**config.mk**
```make
export PLATFORM = sky130hd
export DESIGN_NAME = segasys1_romload_flat
export DESIGN_NICKNAME = d
export VERILOG_FILES = /design/src/rtl/segasys1_romload_if.sv /design/src/rtl/segasys1_romload.sv /design/src/flat_wrapper.sv
export SDC_FILE = /design/constraint.sdc
export NUM_CORES = 1
export LEC_CHECK = 0
export CELL_PAD_IN_SITES_DETAIL_PLACEMENT = 2
export CELL_PAD_IN_SITES_GLOBAL_PLACEMENT = 2
export CORE_AREA = 4 4 117 119
export DETAILED_ROUTE_END_ITERATION = 8
export DIE_AREA = 0 0 121 123
export DONT_BUFFER_PORTS = 1
export GPL_ROUTABILITY_DRIVEN = 0
export PLACE_DENSITY_LB_ADDON = 0.12
export RECOVER_POWER = 100
export SYNTH_ARGS = -nofsm -noshare
export SYNTH_HDL_FRONTEND = slang
export SYNTH_SLANG_ARGS = --single-unit
export TNS_END_PERCENT = 50
```
**constraint.sdc**
```tcl
create_clock -name clk -period 3.55 [get_ports clk]
set_input_delay 0.71 -clock clk [delete_from_list [all_inputs] [get_ports clk]]
set_output_delay 0.71 -clock clk [all_outputs]
set_load 0.02 [all_outputs]
```
**src/rtl/segasys1_romload_if.sv**
```systemverilog
// Host download stream plus paced ROM write bus.
// The master side drives the strobe and ROMRDY; the slave side is the download front-end.
interface segasys1_romload_if;
  logic        ioctl_download;
  logic        ioctl_wr;
  logic [24:0] ioctl_addr;
  logic [7:0]  ioctl_dout;
  logic        ioctl_wait;
  logic [24:0] ROMAD;
  logic [7:0]  ROMDT;
  logic        ROMEN;
  logic        ROMRDY;

  modport master (
    output ioctl_download, ioctl_wr, ioctl_addr, ioctl_dout, ROMRDY,
    input  ioctl_wait, ROMAD, ROMDT, ROMEN
  );

  modport slave (
    input  ioctl_download, ioctl_wr, ioctl_addr, ioctl_dout, ROMRDY,
    output ioctl_wait, ROMAD, ROMDT, ROMEN
  );
endinterface

```
**src/rtl/segasys1_romload.sv**
```systemverilog
// Download front-end: one-byte holding register, ROMEN one cycle after capture when ROMRDY is high,
// ioctl_wait stays high while a byte is held; classifies the decryption table at download end.
module segasys1_romload #(
  parameter logic [24:0] TBL_ADR = 25'h2C100,
  parameter logic [7:0]  SWP_OFS = 8'h80,
  parameter logic [7:0]  SWP_MAX = 8'd24
) (
  input  logic                    clk,
  input  logic                    rst_n,
  segasys1_romload_if.slave       bus,
  output logic                    ROMCL,
  output logic [1:0]              dec_type,
  output logic                    dec_valid,
  output logic [24:0]             byte_cnt,
  output logic                    err_ovr
);

  typedef enum logic [2:0] {S_IDLE, S_LOAD, S_DRAIN, S_FIN, S_DONE} state_t;

  state_t      state_q, state_d;
  logic        dl_q, dl_d;
  logic        pend_q, pend_d;
  logic [24:0] adr_q, adr_d;
  logic [7:0]  dat_q, dat_d;
  logic [24:0] rad_q, rad_d;
  logic [7:0]  rdt_q, rdt_d;
  logic [24:0] cnt_q, cnt_d;
  logic        err_q, err_d;
  logic        seen_q, seen_d;
  logic        bad_q, bad_d;
  logic [7:0]  swp_q, swp_d;
  logic [1:0]  type_q, type_d;
  logic        valid_q, valid_d;

  logic        dl_rise;
  logic        issue;
  logic [24:0] off;
  logic        in_tbl;
  logic        in_swp;

  assign ROMCL   = clk;
  assign dl_rise = bus.ioctl_download & ~dl_q;
  assign issue   = pend_q & bus.ROMRDY;

  // Offset wraps below the table base, so the lower bound is checked on the raw address.
  assign off    = adr_q - TBL_ADR;
  assign in_tbl = (adr_q >= TBL_ADR) && (off <= 25'd255);
  assign in_swp = in_tbl && (off[7:0] >= SWP_OFS);

  always_comb begin
    state_d = state_q;
    dl_d    = bus.ioctl_download;
    pend_d  = pend_q;
    adr_d   = adr_q;
    dat_d   = dat_q;
    rad_d   = rad_q;
    rdt_d   = rdt_q;
    cnt_d   = cnt_q;
    err_d   = err_q;
    seen_d  = seen_q;
    bad_d   = bad_q;
    swp_d   = swp_q;
    type_d  = type_q;
    valid_d = valid_q;

    if (issue) begin
      pend_d = 1'b0;
      rad_d  = adr_q;
      rdt_d  = dat_q;
      if (cnt_q != '1) cnt_d = cnt_q + 25'd1;
      if (in_tbl) seen_d = 1'b1;
      if (in_swp) begin
        if (dat_q >= SWP_MAX) bad_d = 1'b1;
        else if (swp_q != 8'hFF) swp_d = swp_q + 8'd1;
      end
    end

    case (state_q)
      S_IDLE, S_DONE: begin
        if (dl_rise) begin
          state_d = S_LOAD;
          cnt_d   = '0;
          err_d   = 1'b0;
          seen_d  = 1'b0;
          bad_d   = 1'b0;
          swp_d   = '0;
          type_d  = 2'd0;
          valid_d = 1'b0;
        end
      end
      S_LOAD: begin
        if (bus.ioctl_wr) begin
          if (pend_q) begin
            err_d = 1'b1;
          end else begin
            adr_d  = bus.ioctl_addr;
            dat_d  = bus.ioctl_dout;
            pend_d = 1'b1;
          end
        end
        if (!bus.ioctl_download) state_d = S_DRAIN;
      end
      S_DRAIN: begin
        if (!pend_q) state_d = S_FIN;
      end
      S_FIN: begin
        state_d = S_DONE;
        valid_d = 1'b1;
        if (!seen_q) type_d = 2'd0;
        else if ((swp_q >= 8'd128) && !bad_q) type_d = 2'd2;
        else type_d = 2'd1;
      end
      default: state_d = S_IDLE;
    endcase
  end

  always_ff @(posedge clk or negedge rst_n) begin
    if (!rst_n) begin
      state_q <= S_IDLE;
      dl_q    <= 1'b0;
      pend_q  <= 1'b0;
      adr_q   <= '0;
      dat_q   <= '0;
      rad_q   <= '0;
      rdt_q   <= '0;
      cnt_q   <= '0;
      err_q   <= 1'b0;
      seen_q  <= 1'b0;
      bad_q   <= 1'b0;
      swp_q   <= '0;
      type_q  <= 2'd0;
      valid_q <= 1'b0;
    end else begin
      state_q <= state_d;
      dl_q    <= dl_d;
      pend_q  <= pend_d;
      adr_q   <= adr_d;
      dat_q   <= dat_d;
      rad_q   <= rad_d;
      rdt_q   <= rdt_d;
      cnt_q   <= cnt_d;
      err_q   <= err_d;
      seen_q  <= seen_d;
      bad_q   <= bad_d;
      swp_q   <= swp_d;
      type_q  <= type_d;
      valid_q <= valid_d;
    end
  end

  // The bus shows the holding register only while writing; otherwise the last issued byte.
  assign bus.ROMAD      = issue ? adr_q : rad_q;
  assign bus.ROMDT      = issue ? dat_q : rdt_q;
  assign bus.ROMEN      = issue;
  assign bus.ioctl_wait = pend_q;

  assign dec_type  = type_q;
  assign dec_valid = valid_q;
  assign byte_cnt  = cnt_q;
  assign err_ovr   = err_q;

endmodule

```
**src/flat_wrapper.sv**
```systemverilog
// flat-port wrapper written by rule: the top's interface ports become plain ports
module segasys1_romload_flat 
#(
  parameter logic [24:0] TBL_ADR = 25'h2C100,
  parameter logic [7:0]  SWP_OFS = 8'h80,
  parameter logic [7:0]  SWP_MAX = 8'd24
)
  (clk, rst_n, ROMCL, dec_type, dec_valid, byte_cnt, err_ovr, bus_ioctl_download, bus_ioctl_wr, bus_ioctl_addr, bus_ioctl_dout, bus_ROMRDY, bus_ioctl_wait, bus_ROMAD, bus_ROMDT, bus_ROMEN);
  segasys1_romload_if bus_i ();
  input  logic clk;
  input  logic rst_n;
  output logic ROMCL;
  output logic [1:0] dec_type;
  output logic dec_valid;
  output logic [24:0] byte_cnt;
  output logic err_ovr;
  input wire logic [$bits(bus_i.ioctl_download)-1:0] bus_ioctl_download;
  input wire logic [$bits(bus_i.ioctl_wr)-1:0] bus_ioctl_wr;
  input wire logic [$bits(bus_i.ioctl_addr)-1:0] bus_ioctl_addr;
  input wire logic [$bits(bus_i.ioctl_dout)-1:0] bus_ioctl_dout;
  input wire logic [$bits(bus_i.ROMRDY)-1:0] bus_ROMRDY;
  output wire logic [$bits(bus_i.ioctl_wait)-1:0] bus_ioctl_wait;
  output wire logic [$bits(bus_i.ROMAD)-1:0] bus_ROMAD;
  output wire logic [$bits(bus_i.ROMDT)-1:0] bus_ROMDT;
  output wire logic [$bits(bus_i.ROMEN)-1:0] bus_ROMEN;
  assign bus_i.ioctl_download = bus_ioctl_download;
  assign bus_i.ioctl_wr = bus_ioctl_wr;
  assign bus_i.ioctl_addr = bus_ioctl_addr;
  assign bus_i.ioctl_dout = bus_ioctl_dout;
  assign bus_i.ROMRDY = bus_ROMRDY;
  assign bus_ioctl_wait = bus_i.ioctl_wait;
  assign bus_ROMAD = bus_i.ROMAD;
  assign bus_ROMDT = bus_i.ROMDT;
  assign bus_ROMEN = bus_i.ROMEN;
  segasys1_romload #(.TBL_ADR(TBL_ADR), .SWP_OFS(SWP_OFS), .SWP_MAX(SWP_MAX)) u_core (.clk(clk), .rst_n(rst_n), .bus(bus_i), .ROMCL(ROMCL), .dec_type(dec_type), .dec_valid(dec_valid), .byte_cnt(byte_cnt), .err_ovr(err_ovr));
endmodule
```
==> summary.txt, run 1 <==
Status
  • Status: finished, violations left
  • Violated checks: max-capacitance violations, max-slew violations

Place
  • Post-Place Cells: 618
  • Dpl hpwl: 9360 µm
  • Port Buf Inserts: 0

Clock network
  • Post-cts resize count: 0
  • Worst-Skew Late Latency: 360 ps
  • Hold buffers post-CTS: 0
  • H-tree lvl count: 3
  • Clk Tree Root Cell: clkbuf_16
  • Clk slew on worst S/H paths: 80 ps
  • Sink Count: 110
  • CTS Buf Count: 9
  • Worst-case clock buffer depth: 2
  • Setup bufs post-CTS: 0
  • CTS tree: done

Final layout
  • Fin nets: 500
  • Area growth from synthesis to layout: 8.75%
  • Fin cells: 634
  • N_diodes: 0
  • Layout cells sized above 1: 13.4%

Synthesis
  • Post-synth top area share: 53.2%
  • Async SR Flop Fraction: 100%
  • Post-synth EDFFs: 0
  • Count leader, synth: dfrtp_1
  • Cells after synthesis: 458
  • #FFs+latches synth: 110
  • Dominant cell type by area after synthesis: dfrtp_1
  • Syn nets: 501
  • Mapped Area: 5170 µm²
  • Most frequently used flop master after synthesis: dfrtp_1
  • Synth warnings: 0
  • Post-synthesis sequential area ratio: 53.2%
  • Syn avg cell area: 11.3 µm²
  • Yosys cell types: 65
  • Area contributors post-synth: dfrtp_1 53%, mux2_2 13%, nor2_1 2.9%
  • Synth top cells by count: 110 x dfrtp_1, 61 x mux2_2, 40 x nor2_1, 37 x nand2_1, 21 x nand3_1

Floorplanning
  • Die Height: 123 µm
  • Core footprint: 12600 µm²
  • Starting Density: 41.2%
  • FP Rows: 41
  • Die width: 121 µm
  • Die area: 14900 µm²
  • IO Pins: 103

Power and ir drop
  • P per Cell Area: 811 nW/µm²
  • Pleak: 2.42 nW
  • Max VDD drop: 0.000513 V
  • Total power: 0.00456 W

Routing
  • DRC violations left: 0
  • DR vias/cell: 5.63
  • Average wire per standard cell: 21.0 µm
  • Post-DRT Antenna Nets: 0
  • Via count: 3567
  • Drt total wl: 13300 µm
  • 1st-iter DRT viols: 100
  • Drt first pass iters: 4

Timing
  • Hold WS: 48.8 ps
  • Final Hold Vio Count: 0
  • Final Setup Violations: 0
  • Fmax: 0.346 GHz
  • Setup TNS: 0 ps
  • Clock Skew: 11.5 ps
  • Worst-Margin Slew: 1540 ps
  • Minimum clock period: 2890 ps
  • Relative slew slack: -2.73%
  • RSZ-0062 raised after global routing: no
  • Fin crit share: 81.5%
  • Max Slew Vio Count: 33

Global routing
  • Pin count of the biggest net entering global routing: 111
  • Total gr overflow: 0
  • Gr usage total: 18.9%
  • Vias in the first global route: 4086
  • First-pass GRT wire length: 22200 µm
  • Antenna violations before repair: 0

Setup path
  • Critical Path End: bus_ROMDT[6]
  • Critical path startpoint: u_core.bus.ioctl_wait$_DFF_PN0_
  • Worst Setup Path Type: flop to output port
  • R2R depth: 7
  • Crit-path max FO: 9
  • Reg-to-Reg Start: u_core.adr_q[13]$_DFFE_PN0P_
  • Critical Path AT: 2180 ps
  • Reg-to-Reg End: u_core.swp_q[0]$_DFF_PN0_
  • CP endpoint kind: output port
  • CP max-delay cell: clkbuf_1
  • Crit path required time: 2840 ps
  • Crit start category: flop
  • R2r setup slk: 760 ps
  • Worst path cell trace: nand2_1 -> inv_1 -> clkbuf_1 -> mux2_1
  • Slowest stage delay, CP: 580 ps

Flow run
  • Max-capacitance violation count: 1

Min path
  • Hold Path Class: primary input to asynchronous set/reset pin
[through the flow]
stage	setup WS (ps)	area (µm²)	util, %
final	658	5630	44.8
after global routing	426	5630	44.8
after CTS	884	5660	45.1
after detailed placement	649	5360	42.7
after global placement	835	5360	42.7
after floorplan	930	5170	-
[sequential cells by signal, summed over array words and instances, names as in the netlist, 2 cells and up]
signal and cells:
u_core.adr_q 25, u_core.byte_cnt 25, u_core.dat_q 8, u_core.state_q 3
u_core.rad_q 25, u_core.dec_type 2, u_core.rdt_q 8, u_core.swp_q 8
[worst min path at each step]
stage | end | depth (start not counted) | slack, ps | from
2_1_floorplan | u_core.adr_q[0]$_DFFE_PN0P_ | 0 | 410 | rst_n
3_3_place_gp | u_core.dec_type[1]$_DFFE_PN0P_ | 0 | 420 | rst_n
3_5_place_dp | u_core.dec_type[0]$_DFFE_PN0P_ | 0 | 420 | rst_n
4_1_cts | u_core.adr_q[2]$_DFFE_PN0P_ | 0 | 30 | rst_n
5_1_grt | u_core.dec_type[0]$_DFFE_PN0P_ | 0 | 30 | rst_n
6_report | u_core.dec_type[0]$_DFFE_PN0P_ | 0 | 50 | rst_n
[critical path: cells and delay by family, from the launching register on]
kind / cells / cell delay, ps
flops: 1 / 380
buf+inv: 2 / 720
simple gates: 1 / 220
mux: 1 / 510
[cell usage in the layout, fill, tap and decap left out, drive strengths merged, types with 2 or more instances in the layout]
cell type,netlist,layout
and2,4,4
nor3b,2,2
a31oi,3,3
nor3,9,9
nand4,12,12
a2111oi,2,2
and3,10,10
nand2b,7,7
inv,14,17
clkinvlp,0,2
or3,5,5
o21ai,18,18
nor2,40,40
dfrtp,110,110
nand2,37,37
nor2b,4,4
a21o,2,2
nor4,3,3
nand3,22,22
o211ai,2,2
mux2i,6,6
clkinv,0,2
xnor2,7,7
ha,5,5
buf,14,2
or4,3,3
xor2,10,10
mux2,62,62
a21oi,12,12
o311ai,2,2
and4,3,3
a211oi,3,3
clkbuf,4,13
o211a,2,2
nor4b,2,2
[cells by family after synthesis]
logic type | Yosys count | share of synthesized area [%]
mux | 68 | 14.7
flops | 110 | 53.2
compound gates | 58 | 8.10
simple gates | 168 | 17.2
buf+inv | 32 | 2.68
fa+ha+maj | 5 | 1.21
xor+xnor | 17 | 2.88
[routing by layer]
layer	wire, µm	vias up	share of wire (%)	GRT usage, %
met5	0	-	0	0
met4	192	0	1.4	4.46
met3	891	17	6.7	7.00
met2	6870	78	51	32.7
met1	5390	1835	40	22.6
li1	-	1637	-	-
[power by group]
part           internal (W)  switching (W)
Sequential          0.00167       0.000392
Combinational      0.000550       0.000943
Clock              0.000499       0.000509
[layout make-up]
cell class,instances,area [µm²]
clock buffers,9,225
clock inverters,7,76.3
fillers,1295,6940
inverters,14,52.6
multi-input cells,316,2270
flip-flops and latches,110,2750
well taps,172,215
repair buffers,6,31.3
No activity file was read; power rests on OpenSTA's default activity.
==> run 2: changes to the inputs <==
--- a/config.mk
+++ b/config.mk
@@ -7,9 +7,9 @@
 export LEC_CHECK = 0
 export CELL_PAD_IN_SITES_DETAIL_PLACEMENT = 2
 export CELL_PAD_IN_SITES_GLOBAL_PLACEMENT = 2
-export CORE_AREA = 4 4 117 119
+export CORE_AREA = 4 4 118 120
 export DETAILED_ROUTE_END_ITERATION = 8
-export DIE_AREA = 0 0 121 123
+export DIE_AREA = 0 0 122 124
 export DONT_BUFFER_PORTS = 1
 export GPL_ROUTABILITY_DRIVEN = 0
 export PLACE_DENSITY_LB_ADDON = 0.12
==> constraint.sdc (replaced) <==
create_clock -name clk -period 3 [get_ports clk]
set_input_delay 0.6 -clock clk [delete_from_list [all_inputs] [get_ports clk]]
set_output_delay 0.6 -clock clk [all_outputs]
set_load 0.02 [all_outputs]
==> run 2 against run 1 <==
Net effect: the run ends with negative hold slack left; worst hold slack lost 120 ps; non-clock buffer count increased by 3; cell area grew 0.33%; clock skew down 3.4 ps; via count is 1.3% lower; global-route usage decreased by 0.29 points; flip-flop and latch count is the same; total power is 18% higher; combinational power up 19%; largest power group unchanged.
==> summary.txt, run 2 (synthesis results as in run 1) <==
Routing
  • DRC violations left: 0 (unchanged)
  • 1st-iter DRT viols: 117 (+17%)
  • Average wire per standard cell: 20.8 µm (-1.1%)
  • Via count: 3520 (-1.3%)
  • Post-DRT Antenna Nets: 0 (unchanged)
  • Drt first pass iters: 4 (unchanged)
  • Drt total wl: 13300 µm (about the same)
  • DR vias/cell: 5.49 (-2.4%)

Global routing
  • Global-route track usage on met2: 31.5% (-1.2 points)
  • Antenna violations before repair: 0 (unchanged)
  • First-pass GRT wire length: 21800 µm (-2.1%)
  • Met1 usage: 22.8% (+0.13 points)
  • Total gr overflow: 0 (unchanged)
  • Met3 global-route usage: 5.40% (-1.6 points)
  • Gr usage total: 18.6% (-0.29 points)
  • Pin count of the biggest net entering global routing: 111 (unchanged)
  • Vias in the first global route: 3967 (-2.9%)
  • Busiest grt layer: met2

Final layout
  • Final instance area: 5650 µm² (+0.33%)
  • Area growth from synthesis to layout: 9.12%
  • Layout cells sized above 1: 14.4% (+0.99 points)
  • Final core utilization: 43.5% (-1.3 points)
  • Fillcell total: 1359 (+4.9%)
  • Fin nets: 503 (+0.60%)
  • Commonest non-fill, non-tap cell in the layout: dfrtp_1
  • N_diodes: 0 (unchanged)
  • Most frequent cells in the layout: 110 x dfrtp_1, 40 x nor2_1, 37 x nand2_1

Setup path
  • Crit-path max FO: 12 (+3)
  • Crit path required time: 3250 ps (+410 ps)
  • Slowest stage delay, CP: 590 ps (about the same)
  • Critical Path AT: 2940 ps (+760 ps)
  • Top delay family on crit path: compound AO/OA/AOI/OAI gates
  • Crit start category: flop
  • WP depth: 8 (+4)
  • Worst Setup Path Type: flop to flop
  • R2R depth: 8 (+1)
  • Worst path cell trace: or4_4 -> o21ai_0 -> a211oi_1 -> a311oi_1 -> o32ai_1 -> buf_4 -> nand3_2 -> mux2_4
  • CP Buf/Inv Count: 1 (-1)
  • CP endpoint kind: flop
  • CP max-delay cell: or4_4

Timing
  • Final Hold Vio Count: 110 (+110)
  • Worst-Margin Slew: 1170 ps (-374 ps)
  • Clock Skew: 8.11 ps (-3.35 ps)
  • Max Slew Vio Count: 0 (-100%)
  • Final Setup Violations: 0 (unchanged)
  • Relative slew slack: 21.6% (+24 points)
  • RSZ-0062 raised after global routing: no
  • Fmax: 0.372 GHz
  • Fin crit share: 89.6%
  • Setup TNS: 0 ps (unchanged)
  • Hold WS: -67.4 ps (-116 ps)
  • Minimum clock period: 2690 ps

Power and ir drop
  • Pleak: 2.42 nW (+0.10%)
  • Total power: 0.00540 W (+18%)
  • P per Cell Area: 956 nW/µm² (+18%)
  • Max VDD drop: 0.000439 V (-14%)

Flow run
  • Max-capacitance violation count: 0 (-1)

Floorplanning
  • Core footprint: 13000 µm² (+3.3%)
  • IO Pins: 103 (unchanged)
  • FP Rows: 42 (+2.4%)
  • Die area: 15100 µm² (+1.6%)
  • Starting Density: 39.9% (-1.3 points)
  • Die Height: 124 µm (+0.81%)
  • Die width: 122 µm (+0.83%)

Clock network
  • CTS Buf Count: 9 (unchanged)
  • Worst-Skew Late Latency: 360 ps (about the same)
  • Sink Count: 110 (unchanged)
  • Setup bufs post-CTS: 0 (unchanged)
  • H-tree lvl count: 3 (unchanged)
  • Clk slew on worst S/H paths: 80 ps (about the same)
  • Worst-case clock buffer depth: 2 (unchanged)
  • Post-cts resize count: 0 (unchanged)
  • CTS tree: done
  • Clk Tree Root Cell: clkbuf_16

Min path
  • Hold Path Class: primary input to asynchronous set/reset pin

Status
  • Violated checks: negative hold slack
  • Status: finished, violations left

Place
  • Placed Area: 5390 µm² (+0.51%)
  • Dpl hpwl: 9430 µm (+0.79%)
  • Port Buf Inserts: 0 (unchanged)
## run 2: cell count changes in the layout (fill, tap and decap cells not counted), sizes merged
cell,previous run,this run
clkinvlp,2,1
buf,2,4
clkinv,2,4
inv,17,16
clkbuf,13,14
## run 2: final cells by class
cell class                      instances  area [µm²]  share of cell area (%)
Clock buffer                            9         225                    3.99
Multi-Input combinational cell        316        2280                    40.4
Sequential cell                       110        2750                    48.7
Timing Repair Buffer                    9        51.3                   0.908
Clock inverter                          7        63.8                    1.13
Tap cell                              176         220                    3.90
Inverter                               14        52.6                   0.931
## run 2: worst paths after layout
| kind | from | endpoint | slack, ps |
|---|---|---|---|
| max in group asynchronous | rst_n | u_core.swp_q[6]$_DFF_PN0_ | 2790 |
| max reg2reg | u_core.adr_q[13]$_DFFE_PN0P_ | u_core.swp_q[0]$_DFF_PN0_ | 310 |
| max | u_core.adr_q[13]$_DFFE_PN0P_ | u_core.swp_q[0]$_DFF_PN0_ | 310 |
| min | rst_n | u_core.bad_q$_DFF_PN0_ | -70 |
| min reg2reg | u_core.dat_q[2]$_DFFE_PN0P_ | u_core.dat_q[2]$_DFFE_PN0P_ | 510 |
| min in group clk | bus_ioctl_download | u_core.dl_q$_DFF_PN0_ | 260 |
## run 2: power by group
group | internal, W | leakage [nW] | total [W] | switching [W]
combinational | 0.000662 | 0.878 | 0.00177 | 0.00111
clock | 0.000583 | 0.141 | 0.00117 | 0.000589
sequential | 0.00198 | 1.40 | 0.00245 | 0.000473
## run 2: worst register-to-register path: cells and delay by family, from the launching register on
kind	cells	cell delay (ps)
buffers and inverters	1	200
AO/OA/AOI/OAI	4	990
multiplexers	1	290
flip-flops	1	420
AND/OR/NAND/NOR	2	680
## run 2: routing by layer
| layer | wire length (µm) | vias up |
|---|---|---|
| met5 | 0 | - |
| met1 | 5530 | 1807 |
| met3 | 793 | 12 |
| met2 | 6830 | 68 |
| met4 | 196 | 0 |
| li1 | - | 1633 |
## run 2: metrics by stage
stage	setup slack [ps]	hold WS (ps)	cells
2_1_floorplan	600	304	458
3_3_place_gp	529	310	625
3_5_place_dp	460	311	625
4_1_cts	442	-87.0	641
5_1_grt	132	-89.7	641
6_report	313	-67.4	641
